===== config.mk =====
export PLATFORM = sky130hd
export DESIGN_NAME = if1_fetch_buffer
export DESIGN_NICKNAME = d
export VERILOG_FILES = /design/src/rtl/if1_fetch_buffer.sv
export SDC_FILE = /design/constraint.sdc
export NUM_CORES = 1
export LEC_CHECK = 0
export CAP_MARGIN = 0
export CORE_MARGIN = 4
export CORE_UTILIZATION = 45
export CTS_CLUSTER_DIAMETER = 50
export DETAILED_ROUTE_END_ITERATION = 10
export HOLD_SLACK_MARGIN = 0.03
export PLACE_DENSITY_LB_ADDON = 0.12
export RECOVER_POWER = 25
export SYNTH_ARGS = -nofsm -noshare
export SYNTH_HDL_FRONTEND = slang
export SYNTH_SLANG_ARGS = --single-unit

===== constraint.sdc =====
create_clock -name clk -period 13.2 [get_ports clk]
set_clock_uncertainty 0.05 [all_clocks]
set_input_delay 3.96 -clock clk [delete_from_list [all_inputs] [get_ports clk]]
set_output_delay 3.96 -clock clk [all_outputs]
set_load 0.05 [all_outputs]

===== src/rtl/if1_fetch_buffer.sv =====
// IF1 fetch staging buffer: aligned, credit-flow-controlled circular queue between the I-cache and decode.
// Optional drain FSM for serialising instructions is enabled by defining IF1_BUF_SERIAL_DRAIN_EN.
module if1_fetch_buffer #(
    parameter int unsigned FETCH_W  = 2,
    parameter int unsigned DEPTH    = 4,
    parameter logic [31:0] PC_RESET = 32'h1c000000,
    parameter logic [31:0] INST_NOP = 32'h03400000
) (
    input  logic                 clk,
    input  logic                 rstn,
    input  logic                 flush,
    output logic                 if1_allowin,
    input  logic                 req_fire,
    input  logic                 icache_rready,
    input  logic [31:0]          fetch_pc,
    input  logic [31:0]          fetch_pc_next,
    input  logic                 fetch_taken,
    input  logic [FETCH_W*32-1:0] icache_inst,
    input  logic [31:0]          icache_badv,
    input  logic [6:0]           icache_exception,
    input  logic [1:0]           icache_excp_flag,
    output logic                 out_valid,
    input  logic                 out_ready,
    output logic [31:0]          out_pc,
    output logic [31:0]          out_pc_next,
    output logic                 out_taken,
    output logic [FETCH_W*32-1:0] out_inst,
    output logic [FETCH_W-1:0]   out_mask,
    output logic [31:0]          out_badv,
    output logic [6:0]           out_exception,
    output logic [1:0]           out_excp_flag,
    input  logic                 serial_req,
    input  logic                 serial_done,
    output logic                 busy_serial
);

    localparam int unsigned OFF_W = $clog2(FETCH_W);
    localparam int unsigned PTR_W = $clog2(DEPTH);
    localparam int unsigned CNT_W = PTR_W + 1;
    localparam int unsigned IW    = FETCH_W * 32;

    logic [CNT_W-1:0] count_q, count_d;
    logic [CNT_W-1:0] inflight_q, inflight_d;
    logic [CNT_W:0]   drop_q, drop_d;
    logic [PTR_W-1:0] wptr_q, wptr_d;
    logic [PTR_W-1:0] rptr_q, rptr_d;

    logic [31:0]        pc_mem    [DEPTH];
    logic [31:0]        pcn_mem   [DEPTH];
    logic               taken_mem [DEPTH];
    logic [IW-1:0]      inst_mem  [DEPTH];
    logic [FETCH_W-1:0] mask_mem  [DEPTH];
    logic [31:0]        badv_mem  [DEPTH];
    logic [6:0]         exc_mem   [DEPTH];
    logic [1:0]         flag_mem  [DEPTH];

    logic [OFF_W-1:0]   off;
    logic [IW-1:0]      inst_shift;
    logic [IW-1:0]      inst_algn;
    logic [FETCH_W-1:0] mask_algn;

    logic resp_live, resp_cnt, full, wr, pop, credit_ok, drop_kill;

    assign off = fetch_pc[OFF_W+1:2];

    // Shift the requested lane down to lane 0; lanes past the line end become NOP.
    always_comb begin
        inst_shift = icache_inst >> {off, 5'b0};
        inst_algn  = '0;
        mask_algn  = '0;
        for (int j = 0; j < FETCH_W; j++) begin
            if ((OFF_W+1)'(j) + {1'b0, off} < (OFF_W+1)'(FETCH_W)) begin
                inst_algn[j*32 +: 32] = inst_shift[j*32 +: 32];
                mask_algn[j]          = 1'b1;
            end else begin
                inst_algn[j*32 +: 32] = INST_NOP;
            end
        end
        if (icache_excp_flag != 2'b00) begin
            mask_algn = FETCH_W'(1);
            for (int j = 1; j < FETCH_W; j++) begin
                inst_algn[j*32 +: 32] = INST_NOP;
            end
        end
    end

    assign out_valid = (count_q != '0);
    assign pop       = out_valid && out_ready;
    assign full      = (count_q == CNT_W'(DEPTH));
    assign resp_live = icache_rready && !flush && (drop_q == '0);
    assign wr        = resp_live && (!full || pop);
    assign resp_cnt  = resp_live && (inflight_q != '0);
    assign credit_ok = ({1'b0, count_q} + {1'b0, inflight_q}) < (CNT_W+1)'(DEPTH);
    // A response in the flush cycle retires one outstanding request itself.
    assign drop_kill = icache_rready && ((drop_q != '0) || (inflight_q != '0));

    always_comb begin
        count_d    = count_q;
        inflight_d = inflight_q;
        drop_d     = drop_q;
        wptr_d     = wptr_q;
        rptr_d     = rptr_q;
        if (flush) begin
            count_d    = '0;
            inflight_d = CNT_W'(req_fire);
            drop_d     = drop_q + (CNT_W+1)'(inflight_q) - (CNT_W+1)'(drop_kill);
            wptr_d     = '0;
            rptr_d     = '0;
        end else begin
            count_d    = count_q + CNT_W'(wr) - CNT_W'(pop);
            inflight_d = inflight_q + CNT_W'(req_fire) - CNT_W'(resp_cnt);
            if (icache_rready && (drop_q != '0)) begin
                drop_d = drop_q - (CNT_W+1)'(1);
            end
            if (wr) begin
                wptr_d = wptr_q + PTR_W'(1);
            end
            if (pop) begin
                rptr_d = rptr_q + PTR_W'(1);
            end
        end
    end

    always_ff @(posedge clk) begin
        if (!rstn) begin
            count_q    <= '0;
            inflight_q <= '0;
            drop_q     <= '0;
            wptr_q     <= '0;
            rptr_q     <= '0;
        end else begin
            count_q    <= count_d;
            inflight_q <= inflight_d;
            drop_q     <= drop_d;
            wptr_q     <= wptr_d;
            rptr_q     <= rptr_d;
        end
    end

    // Payload storage carries no reset; empty-buffer outputs come from the mux below.
    always_ff @(posedge clk) begin
        if (wr) begin
            pc_mem[wptr_q]    <= fetch_pc;
            pcn_mem[wptr_q]   <= fetch_pc_next;
            taken_mem[wptr_q] <= fetch_taken;
            inst_mem[wptr_q]  <= inst_algn;
            mask_mem[wptr_q]  <= mask_algn;
            badv_mem[wptr_q]  <= icache_badv;
            exc_mem[wptr_q]   <= icache_exception;
            flag_mem[wptr_q]  <= icache_excp_flag;
        end
    end

    always_comb begin
        out_pc        = PC_RESET;
        out_pc_next   = PC_RESET + 32'd4;
        out_taken     = 1'b0;
        out_inst      = {FETCH_W{INST_NOP}};
        out_mask      = '0;
        out_badv      = '0;
        out_exception = '0;
        out_excp_flag = '0;
        if (out_valid) begin
            out_pc        = pc_mem[rptr_q];
            out_pc_next   = pcn_mem[rptr_q];
            out_taken     = taken_mem[rptr_q];
            out_inst      = inst_mem[rptr_q];
            out_mask      = mask_mem[rptr_q];
            out_badv      = badv_mem[rptr_q];
            out_exception = exc_mem[rptr_q];
            out_excp_flag = flag_mem[rptr_q];
        end
    end

`ifdef IF1_BUF_SERIAL_DRAIN_EN
    typedef enum logic [1:0] {
        S_IDLE      = 2'd0,
        S_DRAIN     = 2'd1,
        S_WAIT_DONE = 2'd2
    } state_e;

    state_e state_q, state_d;

    always_ff @(posedge clk) begin
        if (!rstn) begin
            state_q <= S_IDLE;
        end else begin
            state_q <= state_d;
        end
    end

    // Stop issuing after a serialising packet, let in-flight responses land, then wait for commit.
    always_comb begin
        state_d = state_q;
        case (state_q)
            S_IDLE:      if (wr && serial_req)     state_d = S_DRAIN;
            S_DRAIN:     if (inflight_q == '0)     state_d = S_WAIT_DONE;
            S_WAIT_DONE: if (serial_done)          state_d = S_IDLE;
            default:                               state_d = S_IDLE;
        endcase
        if (flush) begin
            state_d = S_IDLE;
        end
    end

    assign busy_serial = (state_q != S_IDLE);
    assign if1_allowin = credit_ok && (state_q == S_IDLE);
`else
    logic unused_serial;
    assign unused_serial = serial_req ^ serial_done;
    assign busy_serial   = 1'b0;
    assign if1_allowin   = credit_ok;
`endif

endmodule


# ---- Word level (Yosys, flattened, before mapping)
# Memory sizes are Yosys's and may differ from the RTL's. A register that Yosys moved wholly into a read port is not among the register bits.
# Index checks and enable logic that the tools add are counted.
dict set report word_totals {
  register_bits 14
  mem_bits_rw 688
  word_cells 84
  n_memories 8
}
# name words width rd rd_ports_with_merged_regs wr line_no
set mem_list {}
lappend mem_list {inst_mem 4 64 1 1 1 51} ;# logic [IW-1:0] inst_mem [DEPTH];
lappend mem_list {badv_mem 4 32 1 1 1 53} ;# logic [31:0] badv_mem [DEPTH];
lappend mem_list {pc_mem 4 32 1 1 1 48} ;# logic [31:0] pc_mem [DEPTH];
lappend mem_list {pcn_mem 4 32 1 1 1 49} ;# logic [31:0] pcn_mem [DEPTH];
lappend mem_list {exc_mem 4 7 1 1 1 54} ;# logic [6:0] exc_mem [DEPTH];
lappend mem_list {flag_mem 4 2 1 1 1 55} ;# logic [1:0] flag_mem [DEPTH];
lappend mem_list {{+2 memories} - - - - - -}
dict set report classes {
  addsub 11
  order_cmp 3
  n_eq_ne 1
  shift 1
  mux 35
  n_bitwise 1
  n_reduce_logical 18
}
# cell count
set op_table {}
lappend op_table {{$mux W32} 6}
lappend op_table {{$mux W64} 1}
lappend op_table {{$shr A64 B6 Y64} 1}
lappend op_table {{$mux W2} 19}
lappend op_table {{$mux W4} 2}
lappend op_table {{$logic_and A1 B1 Y1} 7}
lappend op_table {{$mux W7} 1}
lappend op_table {{$add A3 B1 Y3} 2}
lappend op_table {{$mux W1} 6}
lappend op_table {{$reduce_bool A3 Y1} 2}
lappend op_table {{$sub A3 B1 Y3} 2}
lappend op_table {{$add A2 B1 Y2 const B} 2}
lappend op_table {{$add A3 B3 Y4} 1}
lappend op_table {{$add A4 B3 Y4} 1}
lappend op_table {{$logic_not A4 Y1} 1}
lappend op_table {{$lt A4 B3 Y1 const B} 1}
lappend op_table {{$reduce_bool A2 Y1} 2}
lappend op_table {{$reduce_bool A4 Y1} 1}
lappend op_table {{$sub A4 B1 Y4} 1}
lappend op_table {{$sub A4 B1 Y4 const B} 1}
lappend op_table {{$eq A3 B3 Y1 const B} 1}
lappend op_table {{$add A1 B1 Y2 const A} 1}
lappend op_table {{$logic_not A1 Y1} 2}
lappend op_table {{$logic_or A1 B1 Y1} 2}
lappend op_table {{4 further kinds} 4}

# ---- Depth between registers and ports, before layout
# Gate-level depths: netlist (run 1).
dict set report logic_depth {
  depth_word 6
  depth_mapped 12
  mapped_depth_nobuf 12
}

# ---- Worst setup path before layout (run 1)
# Ideal clock, no wire load.
dict set report synth_path {
  kind {input to register}
  startpoint {input flush}
  endpoint {memory badv_mem[0][0], enable pin}
  arrival_ps 8479
  path_slack_ps 4119
  path_stages 3
  n_path_buf 1
  path_cell_list {buf_2 nor4_4 and2_1}
}
dict set report synth_via {
  elab_chain_len 6
}
# item line_no
set synth_rtl {}
lappend synth_rtl {{start: declaration} 11} ;# input logic flush,
lappend synth_rtl {{$logic_not A1 Y1} 90} ;# assign resp_live = icache_rready && !flush && (drop_q == '0);
lappend synth_rtl {{$logic_and A1 B1 Y1 (2 in series)} 90}
lappend synth_rtl {{$logic_and A1 B1 Y1} 91} ;# assign wr = resp_live && (!full || pop);
lappend synth_rtl {{$mux W1} 142} ;# if (wr) begin
lappend synth_rtl {{$mux W1 (not written as such)} 148} ;# badv_mem[wptr_q] <= icache_badv;
lappend synth_rtl {{end: declaration} 53}
# No other way between the ends.

# ---- Worst setup path after layout (run 1)
dict set report layout_path {
  startpoint {register count_q[1]}
  endpoint {output out_pc_next[12]}
}
dict set report layout_via {
  elab_chain_len 2
}
# item line_no
set layout_rtl {}
lappend layout_rtl {{start: declaration} 42} ;# logic [CNT_W-1:0] count_q, count_d;
lappend layout_rtl {{start signal: assignment} 132} ;# count_q <= count_d;
lappend layout_rtl {{$reduce_bool A3 Y1} 87} ;# assign out_valid = (count_q != '0);
lappend layout_rtl {{$mux W32} 163} ;# if (out_valid) begin
lappend layout_rtl {{end: declaration} 25} ;# output logic [31:0] out_pc_next,
# No other way between the ends.

==> results of run 1 <==
-- synth_stat cells (all sizes together), types with 2 or more instances --
cell type / number
a211oi: 3
a21oi: 3
and2: 192
and3: 3
buf: 35
clkbuf: 31
dfxtp: 16
edfxtp: 684
fa: 3
ha: 17
inv: 25
mux2: 33
mux2i: 2
mux4: 171
nand2: 2
nand2b: 3
nor2: 11
nor3: 3
nor4: 3
o21ai: 3
or2: 13
xnor2: 9
xor2: 2
-- registers in the layout (all words and copies together) (netlist names), 8 cells and up, named ones only --
signal,count
badv_mem,128
exc_mem,28
flag_mem,8
inst_mem,256
pc_mem,128
pcn_mem,128
-- area by class of cell --
class | count | area (µm²)
Tap cell | 782 | 978
Clock buffer | 91 | 2030
Sequential cell | 700 | 20900
Fill cell | 4694 | 26300
Inverter | 25 | 96.3
Multi-Input combinational cell | 487 | 6180
Timing Repair Buffer | 362 | 3640
Clock inverter | 44 | 374
Antenna cell | 2 | 5.00
-- power by group --
| group | switching (mW) | internal [mW] |
|---|---|---|
| registers | 0.0234 | 2.54 |
| logic | 0.499 | 0.308 |
| clock network | 0.849 | 1.17 |
-- worst paths after layout --
path	to	slack [ns]	cells past startpoint
max	out_pc_next[12]	5.28	6
min	flop	0.48	2
max reg2reg	inst_mem[3][12]	9.48	6
min reg2reg	flop	0.48	2
-- cells by family (layout without fill, tap and decap cells) --
family | count (synthesis) | in the layout
compound gates | 15 | 15
xor+xnor | 11 | 11
fa+ha+maj | 20 | 20
buf+inv | 91 | 522
flops | 700 | 700
mux | 206 | 206
other cells | 1 | 3
simple gates | 234 | 234
-- through the flow --
stage          instance area (µm²)  total power, mW  hold slack [ns]  setup slack (ns)  util (%)
5_1_grt                      34200             5.59            0.541              4.95      56.5
3_3_place_gp                 31800             3.43            0.452              5.63      52.5
4_1_cts                      34200             5.47            0.487              5.02      56.5
3_5_place_dp                 31800             3.44            0.473              5.61      52.5
6_report                     34200             5.38            0.483              5.28      56.5
2_1_floorplan                27500             3.14            0.435              4.12         -
-- critical path: cells and delay by family, from the launching register on --
kind	cells	cell delay, ns
buffers and inverters	4	2.41
flip-flops	1	0.44
AND/OR/NAND/NOR	2	0.32
-- layer usage --
metal	share of wire, %	GRT usage [%]	vias to the layer above	wire (µm)
met1	40	23.1	6911	23600
met3	5.5	4.73	110	3250
li1	-	-	5891	-
met2	51	30.2	314	30200
met5	0.10	0	-	61
met4	2.8	5.13	8	1620
==> results_dict.tcl, run 1 <==
set metrics [dict create \
    post_cts_resize_count 0 \
    synth-adder-area-share_pct 0.992 \
    rr_startpoint "drop_q[0]" \
    fin_nets 1852 \
    synthTopCellsByArea "edfxtp_1, mux4_2, and2_1" \
    overflow 0 \
    wl_per_cell_um 23.5 \
    antenna_found_initial 12 \
    max_freq_ghz 0.126 \
    tns_ns 0 \
    async_flop_share_pct 0 \
    core.rowCount 90 \
    clk_latency_ns 0.60 \
    boundaryPins 353 \
    path_common_cell "buf_4" \
    status "finished clean" \
    final-setup-viol-count 0 \
    rsz0062_at_grt "no" \
    peakVddDrop_mv 0.133 \
    gp_congestion 0.721 \
    timing.final.crit_period_ns 7.92 \
    drt_iter0_drc 666 \
    clkSlewWorstSetupHoldPaths_ns 0.06 \
    worst_slew_pin_slew_ns 1.11 \
    final_cell_mix "edfxtp_1, clkdlybuf4s50_1, and2_1" \
    cts.path.max_buffers 3 \
    slew_headroom_pct 25.9 \
    hp-class "flop to flop" \
    netlist_instances 1278 \
    crit_slowest_cell "clkdlybuf4s50_1" \
    drive_above_1_share_pct 20.5 \
    synth-compound-area-share_pct 0.360 \
    synth-simple-area-share_pct 5.26 \
    power_density_nw_per_um2 158 \
    route.detailed.drc 0 \
    dr.pass1.iters 5 \
    die_w_um 255 \
    synth_edf_count 684 \
    synthesis.area_um2 27500 \
    synth_area_leader_cell "edfxtp_1" \
    avgSynthCellArea_um2 21.5 \
    cts-buffers-inserted 78 \
    ys_types 38 \
    dp_hpwl_um 33400 \
    fin_crit_sh_pct 60.0 \
    syn_nets 1476 \
    min-delay-start "rptr_q[1]" \
    cp-start-kind "flop" \
    initial_core_util_pct 45.5 \
    hold_violations 0 \
    dieArea_um2 65100 \
    root_buffer "clkbuf_16" \
    core-area_um2 60500 \
    worstPathRequired_ns 9.19 \
    antenna_left 0 \
    slew_viol_final 0 \
    fin_cells 2493 \
    synth_top_cell_area_share_pct 74.7 \
    via_per_inst 5.31 \
    cp-end-kind "primary output" \
    h-tree-depth 3 \
    ctsHoldBuffers 0 \
    place.port_buffers 349 \
    dr_total_vias 13234 \
    cts_setup_buffers 0 \
    synth-xor-area-share_pct 0.350 \
    arrival_ns 3.91 \
    die_h_um 255 \
    ys_seq_elements 700 \
    wirelength_um 58700 \
    synth_ff_type "edfxtp_1" \
    grt_max_degree 149 \
    path_cells "nor3_2 > buf_4 > inv_4 > buf_4 > and2_1 > clkdlybuf4s50_1" \
    cts_tree "yes" \
    grt_pass1_vias 14032 \
    crit_fanout 86 \
    synth_top_family_by_area "multiplexers" \
    ys_seq_area_share_pct 75.9 \
    gr-usage-all-layers_pct 17.8 \
    synth_mux_area_share_pct 15.4 \
    place_inst 2356 \
    syn_to_final_growth_pct 24.3 \
    crit_path_max_incr_delay_ns 0.87 \
    drv_cap 0 \
    crit_type "flop to primary output" \
    final_common_cell "edfxtp_1" \
    cts_sinks 700 \
    grt_pass1_wl_um 86900 \
    critPathLaunch "count_q[1]" \
    p_leak_nw 10.8 \
    yosys_warnings 0 \
]
No activity file was read; power rests on OpenSTA's default activity.
==> run 2: changes to the inputs <==
Clock period 13.2 ns to 8.2 ns, I/O delays scaled along.
==> run 2 against run 1 <==
Worst setup slack got worse by 3.2 ns; wire length decreased by 0.28%; sequential share of layout area decreased by 0.30 points; register-to-register slack got worse by 4.6 ns; sequential power increased by 61%; first-iteration DRC count increased by 14%; combinational power increased by 62%; largest power group unchanged; highest routed layer unchanged.
==> results_dict.tcl, run 2 (synthesized netlist as in run 1, its figures left out) <==
set metrics [dict create \
    fin_cells 2507 \
    dr.pass1.iters 4 \
    overflow 0 \
    power_switching_mw 2.17 \
    rsz0062_at_grt "no" \
    p_leak_nw 10.9 \
    pwr-share-clk_pct 38.1 \
    gr-usage-all-layers_pct 17.9 \
    via_per_inst 5.28 \
    antenna_found_initial 10 \
    path_cells "nor3_2 > buf_4 > inv_4 > buf_4 > and2_1 > clkdlybuf4s50_1" \
    worstPathRequired_ns 5.69 \
    cp-end-kind "primary output" \
    die_w_um 255 \
    hp-class "flop to flop" \
    drive_above_1_share_pct 20.5 \
    cts_tree "yes" \
    cts.path.max_buffers 3 \
    clk_latency_ns 0.59 \
    power_density_nw_per_um2 255 \
    r2r_cells 10 \
    cts-buffers-inserted 77 \
    tns_ns 0 \
    crit_fanout 83 \
    crit_slowest_cell "clkdlybuf4s50_1" \
    die_h_um 255 \
    route.detailed.drc 0 \
    gp_congestion 0.734 \
    crit_path_max_incr_delay_ns 0.87 \
    fin_nets 1858 \
    antenna_left 0 \
    slew_viol_final 0 \
    wirelength_um 58500 \
    final-setup-viol-count 0 \
    max_freq_ghz 0.163 \
    drt_iter0_drc 756 \
    place.port_buffers 349 \
    timing.final.crit_period_ns 6.12 \
    peakVddDrop_mv 0.158 \
    final_cell_mix "edfxtp_1, clkdlybuf4s50_1, and2_1" \
    largest_register_ff_count 256 \
    status "finished clean" \
    min_path_cells 2 \
    fin_crit_sh_pct 74.6 \
    clkSlewWorstSetupHoldPaths_ns 0.05 \
    grt_pass1_wl_um 87100 \
    core-area_um2 60500 \
    final_common_cell "edfxtp_1" \
    dieArea_um2 65100 \
    ctsHoldBuffers 0 \
    crit_type "flop to primary output" \
    h-tree-depth 3 \
    grt_max_degree 95 \
    initial_core_util_pct 45.5 \
    post_cts_resize_count 0 \
    drv_cap 0 \
    p_seq_share_pct 47.0 \
    slew_headroom_pct 30.7 \
    dp_hpwl_um 34400 \
    boundaryPins 353 \
    place_inst 2363 \
    combPwrFrac_pct 14.9 \
    intPower_mw 6.59 \
    cp-start-kind "flop" \
    grt_pass1_vias 13969 \
    swShare_pct 24.8 \
    cts_setup_buffers 0 \
    dr_total_vias 13238 \
    wl_per_cell_um 23.3 \
    worst_slew_pin_slew_ns 1.04 \
    hold_violations 0 \
    core.rowCount 90 \
    root_buffer "clkbuf_16" \
    final_core_util_pct 56.8 \
    path_common_cell "buf_4" \
    top_register "inst_mem" \
    arrival_ns 3.61 \
    syn_to_final_growth_pct 24.9 \
    cts_sinks 700 \
]
## run 2: changes by cell type in the layout (fill, tap and decap cells not counted), moves of 3 or more
| cell | change |
|---|---|
| buf_12 | +4 |
| bufinv_16 | +4 |
| buf_4 | +3 |
| clkbuf_1 | +7 |
| clkinv_8 | -3 |
| diode_2 | +3 |
| clkinv_2 | -3 |
| clkinv_4 | -5 |
## run 2: critical path, delay by kind of cell, from the launching register on
family                 cells  cell delay, ns
DFF                        1            0.45
and+or+nand+nor            2            0.28
buffers and inverters      4            2.26
## run 2: routing by layer
metal  GRT usage [%]  share of wire, %
met1            23.3                41
met2            30.0                51
met3            4.80               6.1
met4            5.10               2.0
met5               0              0.11
## run 2: path summary, 6_finish.rpt
check,startpoint,endpoint,slack [ns]
setup / recovery,count_q[1],out_pc_next[12],2.08
hold / removal,rptr_q[1],flop,0.48
setup reg to reg,count_q[1],count_q[1],4.84
hold reg to reg,rptr_q[1],flop,0.48
## run 2: final cells by class
cell class,count,area (µm²)
multi-input combinational,487,6180
clock buffer,98,2070
clock inverter,41,398
sequential,700,20900
fill,4612,26100
antenna,5,12.5
tap,782,978
timing repair buffer,369,3740
inverter,25,96.3
## run 2: power by group through the flow
| stage | logic [mW] | registers (mW) | clock network (mW) |
|---|---|---|---|
| 4_1_cts | 1.34 | 4.12 | 3.43 |
| 5_1_grt | 1.39 | 4.13 | 3.59 |
| 3_5_place_dp | 1.34 | 4.19 | 0 |
| 6_report | 1.31 | 4.12 | 3.33 |
| 2_1_floorplan | 0.844 | 4.21 | 0 |
| 3_3_place_gp | 1.34 | 4.18 | 0 |
## run 2: stage by stage
| stage | area, µm² | worst slack [ns] | hold WS (ns) | total power, mW |
|---|---|---|---|---|
| after floorplan | 27500 | 0.619 | 0.435 | 5.05 |
| after global placement | 31900 | 2.53 | 0.451 | 5.52 |
| after CTS | 34300 | 1.89 | 0.479 | 8.89 |
| after global routing | 34300 | 1.82 | 0.513 | 9.11 |
| after detailed placement | 31900 | 2.54 | 0.461 | 5.53 |
| final | 34300 | 2.08 | 0.481 | 8.76 |
==> run 3: changes to the inputs <==
Clock period 8.2 ns to 5.3 ns, I/O delays scaled along.
==> run 3 against run 2 <==
Register-to-register slack got worse by 2.3 ns; core utilization increased by 0.52 points; first-iteration DRC count decreased by 14%; worst hold slack got worse by 0.0051 ns; worst setup slack got worse by 1.6 ns; total power increased by 54%; largest cell class unchanged; sequential share of layout area decreased by 0.55 points; combinational power increased by 58%; final cell count increased by 0.96%; largest power group unchanged; clock-buffer cell count decreased by 4; highest routed layer unchanged.
==> results_dict.tcl, run 3 (synthesized netlist as in run 1, its figures left out) <==
set metrics [dict create \
    status "finished clean" \
    ctsHoldBuffers 0 \
    cp-start-kind "flop" \
    final_common_cell "edfxtp_1" \
    overflow 0 \
    drv_cap 0 \
    largest_register_ff_count 256 \
    intPower_mw 10.0 \
    grt_pass1_vias 14142 \
    r2r-end "pcn_mem[3][24]" \
    crit_type "flop to primary output" \
    power_mw 13.5 \
    root_buffer "clkbuf_16" \
    top_register "inst_mem" \
    worst_slew_pin_slew_ns 1.42 \
    swShare_pct 25.7 \
    wl_per_cell_um 23.4 \
    clkSlewWorstSetupHoldPaths_ns 0.06 \
    critPathLaunch "count_q[1]" \
    p_leak_nw 11.1 \
    drt_iter0_drc 650 \
    wirelength_um 59300 \
    crit_path_max_incr_delay_ns 0.82 \
    post_cts_resize_count 0 \
    max_freq_ghz 0.206 \
    worstPathRequired_ns 3.66 \
    final-setup-viol-count 0 \
    crit_fanout 50 \
    grt_pass1_wl_um 88100 \
    path_cells "nor3_2 > buf_4 > inv_4 > buf_12 > and2_1 > clkdlybuf4s50_1" \
    antenna_left 0 \
    rsz0062_at_grt "no" \
    dp_hpwl_um 37100 \
    dr_total_vias 13336 \
    route.detailed.drc 0 \
    die_w_um 255 \
    core.rowCount 90 \
    cts_sinks 700 \
    core-area_um2 60500 \
    dieArea_um2 65100 \
    cts.path.max_buffers 3 \
    hp-class "flop to flop" \
    crit_slowest_cell "clkdlybuf4s50_1" \
    h-tree-depth 3 \
    gp_congestion 0.725 \
    syn_to_final_growth_pct 26.1 \
    drive_above_1_share_pct 22.0 \
    boundaryPins 353 \
    rr_startpoint "drop_q[0]" \
    cts_tree "yes" \
    fin_nets 1886 \
    slew_viol_final 0 \
    dr.pass1.iters 5 \
    finalInstanceArea_um2 34700 \
    cp-end-kind "primary output" \
    gr-usage-all-layers_pct 18.2 \
    via_per_inst 5.27 \
    cts-buffers-inserted 78 \
    pwr-share-clk_pct 37.4 \
    peakVddDrop_mv 0.260 \
    endpoint "out_pc[7]" \
    grt_max_degree 51 \
    die_h_um 255 \
    cts_setup_buffers 0 \
    fin_crit_sh_pct 91.6 \
    power_density_nw_per_um2 389 \
    r2r_cells 6 \
    power_switching_mw 3.46 \
    ff2ff_setup_slack_ns 2.50 \
    placed_area_um2 32200 \
    arrival_ns 3.21 \
    timing.final.crit_period_ns 4.85 \
    hold_violations 0 \
    initial_core_util_pct 45.5 \
    combPwrFrac_pct 15.3 \
    final_cell_mix "edfxtp_1, clkdlybuf4s50_1, and2_1" \
    clk_latency_ns 0.60 \
    antenna_found_initial 10 \
    tns_ns 0 \
    slew_headroom_pct 5.02 \
    p_seq_share_pct 47.3 \
    place.port_buffers 349 \
]
[run 3: cell types whose count changed in the layout (fill, tap and decap cells not counted), sizes merged]
cell           before  now
inv                29   39
clkinvlp            5    4
clkdlybuf4s50     248  251
bufinv              7    3
diode               5    6
clkinv             25   20
clkbuf             98   95
buf                21   47
dlygate4sd3       100   97
[run 3: how the worst min path moves through the flow]
stage	start	endpoint	depth (start not counted)
finish	rptr_q[1]	flop	2
global route	rptr_q[1]	rptr_q[1]	2
CTS	rptr_q[1]	flop	2
detailed placement	rptr_q[1]	flop	2
global placement	rptr_q[1]	flop	2
floorplan	rptr_q[1]	flop	2
[run 3: power groups by stage]
stage               Combinational, mW  Clock (mW)  Sequential (mW)
floorplan                        1.31           0             6.49
global placement                 2.11           0             6.47
detailed placement               2.11           0             6.49
CTS                              2.12        5.20             6.37
global route                     2.20        5.45             6.38
finish                           2.07        5.04             6.37
[run 3: final cells by class]
class | count | area (µm²)
Sequential cell | 700 | 20900
Multi-Input combinational cell | 487 | 6180
Tap cell | 782 | 978
Inverter | 25 | 96.3
Clock buffer | 94 | 2020
Antenna cell | 6 | 15.0
Timing Repair Buffer | 396 | 4120
Fill cell | 4578 | 25800
Clock inverter | 41 | 379
[run 3: worst max-delay path: cells and delay by family, from the launching register on]
kind | cells | cell delay [ns]
buf+inv | 4 | 1.83
flops | 1 | 0.45
simple gates | 2 | 0.29
[run 3: per-stage QoR]
step	hold WS [ns]	setup slack, ns	utilization (%)	cells
final	0.476	0.447	57.3	2531
after global routing	0.539	0.245	57.3	2528
after CTS	0.488	0.332	57.3	2525
after detailed placement	0.473	1.01	53.3	2390
after global placement	0.451	0.992	53.3	2390
after floorplan	0.435	0.482	-	1278
[run 3: layer usage]
layer	wire length, µm	track usage, %
met5	66	0
met4	1120	5.27
met3	3760	4.81
met2	30300	30.1
met1	24100	24.0
